File: src/rtl/wb_regfile_pkg.sv
// Shared definitions for the write-back register file and the pipeline register blocks.
package wb_regfile_pkg;

  localparam int NR_OF_DATA_BITS = 32;
  localparam int NR_OF_ADDR_BITS = 5;
  localparam int REG_ZERO        = 0;

  // A pipeline slot only advances when both the global enable and the gating tick are high.
  function automatic logic eff_cycle(input logic clock_enable, input logic tick);
    return clock_enable & tick;
  endfunction

endpackage

File: src/rtl/wb_regfile_read_port.sv
// One registered read port: zero-register / write-bypass / array select, plus the output registers.
module wb_regfile_read_port
  import wb_regfile_pkg::*;
#(
  parameter int NrOfDataBits = NR_OF_DATA_BITS,
  parameter int NrOfAddrBits = NR_OF_ADDR_BITS,
  parameter bit ZeroRegister = 1'b1
) (
  input  logic                    Clock,
  input  logic                    Reset,
  input  logic                    EffCycle,
  input  logic                    ReadEn,
  input  logic [NrOfAddrBits-1:0] ReadAddr,
  input  logic                    Commit,
  input  logic [NrOfAddrBits-1:0] WriteAddr,
  input  logic [NrOfDataBits-1:0] WriteData,
  input  logic [NrOfDataBits-1:0] ArrayData,
  output logic [NrOfDataBits-1:0] ReadData,
  output logic                    ReadValid
);

  logic [NrOfDataBits-1:0] sel_data;
  logic [NrOfDataBits-1:0] read_data_d, read_data_q;
  logic                    read_valid_d, read_valid_q;

  always_comb begin
    sel_data     = ArrayData;
    read_data_d  = read_data_q;
    read_valid_d = read_valid_q;
    // Write-first: a same-cycle commit to the addressed register wins over the stale array value.
    if (ZeroRegister && (ReadAddr == NrOfAddrBits'(REG_ZERO))) begin
      sel_data = '0;
    end else if (Commit && (WriteAddr == ReadAddr)) begin
      sel_data = WriteData;
    end
    if (EffCycle) begin
      read_valid_d = ReadEn;
      if (ReadEn) begin
        read_data_d = sel_data;
      end
    end
  end

  always_ff @(posedge Clock) begin
    if (Reset) begin
      read_data_q  <= '0;
      read_valid_q <= 1'b0;
    end else begin
      read_data_q  <= read_data_d;
      read_valid_q <= read_valid_d;
    end
  end

  assign ReadData  = read_data_q;
  assign ReadValid = read_valid_q;

endmodule

File: src/rtl/wb_register_file.sv
// Architectural register file: commits write-back results and serves two registered decode reads.
module wb_register_file
  import wb_regfile_pkg::*;
#(
  parameter int NrOfDataBits = NR_OF_DATA_BITS,
  parameter int NrOfAddrBits = NR_OF_ADDR_BITS,
  parameter bit ZeroRegister = 1'b1
) (
  input  logic                    Clock,
  input  logic                    Reset,
  input  logic                    ClockEnable,
  input  logic                    Tick,
  input  logic                    RegWrite,
  input  logic [NrOfAddrBits-1:0] WriteAddr,
  input  logic [NrOfDataBits-1:0] WriteData,
  input  logic                    ReadEnA,
  input  logic [NrOfAddrBits-1:0] ReadAddrA,
  input  logic                    ReadEnB,
  input  logic [NrOfAddrBits-1:0] ReadAddrB,
  output logic [NrOfDataBits-1:0] ReadDataA,
  output logic [NrOfDataBits-1:0] ReadDataB,
  output logic                    ReadValidA,
  output logic                    ReadValidB,
  output logic                    WriteAck
);

  localparam int Depth = 2 ** NrOfAddrBits;

  logic [NrOfDataBits-1:0] regs_q [Depth];
  logic                    eff;
  logic                    commit;
  logic                    write_ack_d, write_ack_q;

  assign eff    = eff_cycle(ClockEnable, Tick);
  // Writes to the hardwired zero register are dropped and never acknowledged.
  assign commit = RegWrite && !(ZeroRegister && (WriteAddr == NrOfAddrBits'(REG_ZERO)));

  always_comb begin
    write_ack_d = write_ack_q;
    if (eff) begin
      write_ack_d = commit;
    end
  end

  always_ff @(posedge Clock) begin
    if (Reset) begin
      for (int i = 0; i < Depth; i++) begin
        regs_q[i] <= '0;
      end
      write_ack_q <= 1'b0;
    end else begin
      if (eff && commit) begin
        regs_q[WriteAddr] <= WriteData;
      end
      write_ack_q <= write_ack_d;
    end
  end

  assign WriteAck = write_ack_q;

  wb_regfile_read_port #(
    .NrOfDataBits(NrOfDataBits),
    .NrOfAddrBits(NrOfAddrBits),
    .ZeroRegister(ZeroRegister)
  ) u_port_a (
    .Clock    (Clock),
    .Reset    (Reset),
    .EffCycle (eff),
    .ReadEn   (ReadEnA),
    .ReadAddr (ReadAddrA),
    .Commit   (commit),
    .WriteAddr(WriteAddr),
    .WriteData(WriteData),
    .ArrayData(regs_q[ReadAddrA]),
    .ReadData (ReadDataA),
    .ReadValid(ReadValidA)
  );

  wb_regfile_read_port #(
    .NrOfDataBits(NrOfDataBits),
    .NrOfAddrBits(NrOfAddrBits),
    .ZeroRegister(ZeroRegister)
  ) u_port_b (
    .Clock    (Clock),
    .Reset    (Reset),
    .EffCycle (eff),
    .ReadEn   (ReadEnB),
    .ReadAddr (ReadAddrB),
    .Commit   (commit),
    .WriteAddr(WriteAddr),
    .WriteData(WriteData),
    .ArrayData(regs_q[ReadAddrB]),
    .ReadData (ReadDataB),
    .ReadValid(ReadValidB)
  );

endmodule

File: config.mk
export PLATFORM = sky130hd
export DESIGN_NAME = wb_register_file
export DESIGN_NICKNAME = d
export VERILOG_FILES = /design/src/rtl/wb_regfile_pkg.sv /design/src/rtl/wb_regfile_read_port.sv /design/src/rtl/wb_register_file.sv
export SDC_FILE = /design/constraint.sdc
export NUM_CORES = 2
export LEC_CHECK = 0
export BUFFER_PORTS_ARGS = -buffer_cell sky130_fd_sc_hd__buf_4
export CORE_MARGIN = 1.5
export CORE_UTILIZATION = 35
export CTS_CLUSTER_DIAMETER = 100
export CTS_CLUSTER_SIZE = 12
export DETAILED_ROUTE_END_ITERATION = 10
export PLACE_DENSITY = 0.61
export SLEW_MARGIN = 20
export SYNTH_ARGS = -nofsm -noshare
export SYNTH_HDL_FRONTEND = slang
export SYNTH_SLANG_ARGS = --single-unit
File: constraint.sdc
create_clock -name Clock -period 2.61 [get_ports Clock]
set_input_delay 0.6525 -clock Clock [delete_from_list [all_inputs] [get_ports Clock]]
set_output_delay 0.6525 -clock Clock [all_outputs]
set_load 0.01 [all_outputs]
==> summary.txt <==
Global route
  • Initial antenna violation count: 23
  • First-pass GRT wire length: a little under 300000 um
  • Largest net degree at the start of global routing: a little under 70
  • Grt total ovfl: 0
  • Gr usage total: about a quarter
  • Vias in the first global route: approximately 37000

Synthesis
  • Synth Register Bits: between 1000 and 1500
  • Ys Warns: 0
  • Post-synth top cells: 1024 x edfxtp_1, 994 x and2_1, 493 x mux4_2, 299 x clkbuf_1, 83 x a22oi_1
  • Yosys top cell area share: a little over half
  • Post-Syn Area: approximately 57000 um^2
  • Seq/Total Area, Yosys: 56.74%
  • Area leader, netlist: edfxtp_1
  • Top post-synthesis cells by area: edfxtp_1 54%, mux4_2 20%, and2_1 11%
  • Most frequent cell after synthesis: edfxtp_1
  • Leading register cell type out of synthesis: edfxtp_1
  • Async SR Flop Fraction: 0%
  • Post-synth EDFFs: 1024
  • Syn_area_per_cell: 14.98 um^2
  • Synth Instances: approximately 3800
  • Synth cell types: 51

Clock tree
  • Clock Tree Buf Depth: 3
  • CTS tree: built
  • Root Driver: clkbuf_16
  • H-tree depth: 3
  • Sink Count: 1091
  • Post-CTS Setup Inserts: 0
  • Hold Buf Count CTS: 0
  • Worst-skew pair later-pin latency: between 0.7 and 0.8 ns
  • Reg clk slew, reported paths: around 0.07 ns
  • CTS Buf Count: between 100 and 150
  • Post-CTS sizing: 0

Routing
  • DRT Wirelength: between 200000 and 250000 um
  • Post-DR wirelength/cell: around 33 um
  • Vias per inst: 6.080
  • DRC errors left: 0
  • Antenna viol nets, final: 0
  • Starting DRC count in detailed routing: ~5900
  • Vias: ~38000
  • DRT Pass-1 Iters: 8

Power and ir drop
  • Sw Pwr: ~10 mW
  • Sequential power share: around 52%
  • Max VDD drop: a little under 0.7 mV
  • P per Cell Area: 599.4 nW/um^2
  • LEAKAGE: 22.91 nW
  • Sw frac: about a quarter
  • Power share of the combinational group: around 13%
  • Clock power frac: about 36%
  • Pint: between 20 and 30 mW

Place
  • HPWL Detailed: between 100000 and 150000 um
  • RePlAce Congestion: 0.8995
  • Count of placed standard cells including taps: between 6000 and 7000
  • Cell Area, Placed: 63550 um^2
  • Port buffer count: between 100 and 150

Layout
  • Post-route non-filler standard cell count: between 6000 and 7000
  • Register Area: between 30000 and 40000 um^2
  • Final instance area: 66510 um^2
  • Multi-input logic area: 23020 um^2
  • Fraction of layout cells with a size suffix above 1: slightly below 30%
  • Area Growth Syn to Fin: 17.61%
  • Fillers: between 10000 and 15000
  • Nets: around 4000

STA
  • RSZ-0062 raised after global routing: no
  • Final Hold Fails: 0
  • Clk_skew: between 0.02 and 0.03 ns
  • Final setup viols: 0
  • Final period util: between 90% and 100%
  • Max-slew headroom: about two fifths
  • Fmax: 414.0 MHz
  • Max Slew Vio Count: 0
  • Final min period: between 2 and 2.5 ns
  • Least-Margin Pin Slew: about 0.91 ns
  • Setup TNS: 0 ns

Setup path
  • Reg2Reg Launch Point: regs_q[21][26]
  • Reg2reg setup slack: ~0.33 ns
  • CP Launch Type: input pin
  • Arrival time at the worst endpoint: a little over 3 ns
  • CP Max Fanout: 23
  • Reg-to-Reg End: u_port_a.ReadData[26]
  • R2R cell count: 5
  • Req. time, crit path: approximately 3.2 ns
  • WS Path Type: in -> reg
  • Crit path capture type: flop
  • Crit path from: ReadAddrA[0]

Min path
  • Worst min path class: in -> reg
  • Hold Path Depth: 3
  • Worst hold start: ReadEnA
  • Hold Path End: u_port_a.ReadValid

Die
  • Area of the die: around 160000 um^2
  • Chip width: 405.0 um
  • Rows: around 150
  • IO Count: between 100 and 150
  • Core footprint: 160600 um^2
  • Initial Util: a little over a third
  • DIE HEIGHT: around 400 um

Job
  • Max-cap violations: 0

Outcome
  • Run status: completed
-- metal layers --
layer / up-vias / part of all wire (%) / GRT usage [%]
li1: 15090 / - / -
met2: 2736 / 45 / 38.53
met4: 10 / 4.1 / 9.379
met3: 483 / 11 / 5.597
met1: 19760 / 39 / 34.29
met5: - / 0.035 / 0
-- per-stage QoR --
stage | power (mW) | worst slack, ns | util, % | hold slack (ns)
floorplan | 23.49 | 0.07776 | - | 0.4805
global placement | 25.81 | -0.5317 | 39.58 | 0.4766
detailed placement | 25.88 | -0.5098 | 39.58 | 0.4906
CTS | 39.90 | 0.2904 | 41.42 | 0.1880
global route | 40.81 | 0.1907 | 41.42 | 0.2199
finish | 39.87 | 0.1943 | 41.42 | 0.2279
-- cell usage in the layout (no fill, tap or decap), types with 20 or more instances in the layout --
master,instances
conb_1,32
a221oi_1,20
nor4_1,32
o221ai_1,32
buf_4,379
nand2_1,77
a21oi_1,35
o21ai_0,44
mux2i_1,39
clkbuf_1,72
dfxtp_1,67
a221o_1,41
mux4_2,493
buf_12,140
o22a_1,31
and2_1,993
clkbuf_16,103
a22oi_1,83
nor2b_1,65
a211oi_1,62
or2_2,32
o22ai_1,22
a222oi_1,21
edfxtp_1,1024
nor2_4,32
nor2_1,43
-- cell families after synthesis --
| group | after synthesis | share of synthesized area (%) |
|---|---|---|
| AND/OR/NAND/NOR | 1313 | 13.86 |
| flip-flops | 1091 | 56.74 |
| multiplexers | 533 | 20.34 |
| buffers and inverters | 419 | 3.325 |
| AO/OA/AOI/OAI | 409 | 5.571 |
| XOR/XNOR | 10 | 0.1549 |
| other | 1 | 0.006631 |
-- critical path, stage by stage --
cell and delay, ns:
buf_8 0.23, buf_12 0.26, mux4_2 0.52, nor2b_1 0.14, a211oi_1 0.75, nor4_1 0.14
a221o_1 0.29
-- layout make-up --
class / count / share of cell area [%]
Sequential cell: 1091 / 48.25
Clock inverter: 6 / 0.1336
Tap cell: 2160 / 4.063
Inverter: 4 / 0.02257
Timing Repair Buffer: 524 / 8.599
Antenna cell: 5 / 0.01881
Clock buffer: 176 / 4.302
Multi-Input combinational cell: 2297 / 34.61
-- worst max path at each step --
stage,depth (start not counted),endpoint,slack [ns]
2_1_floorplan,4,regs_q[18][0],0.08
6_report,7,u_port_a.ReadData[26],0.19
5_1_grt,7,u_port_a.ReadData[26],0.19
3_3_place_gp,7,u_port_a.ReadData[26],-0.53
3_5_place_dp,7,u_port_a.ReadData[26],-0.51
4_1_cts,7,u_port_a.ReadData[26],0.29
-- power by group through the flow --
stage | Sequential (mW) | Combinational [mW] | Clock (mW)
finish | 20.6 | 5.05 | 14.3
global route | 20.6 | 5.24 | 15.0
CTS | 20.5 | 5.00 | 14.4
detailed placement | 20.9 | 4.99 | 0
global placement | 20.9 | 4.96 | 0
floorplan | 20.6 | 2.84 | 0
-- sequential cells by signal, summed over array words and instances (netlist names) --
signal              flops
WriteAck                1
regs_q               1024
u_port_a.ReadData      32
u_port_a.ReadValid      1
u_port_b.ReadData      32
u_port_b.ReadValid      1
Note: power is estimated with default switching activity, not from simulation.
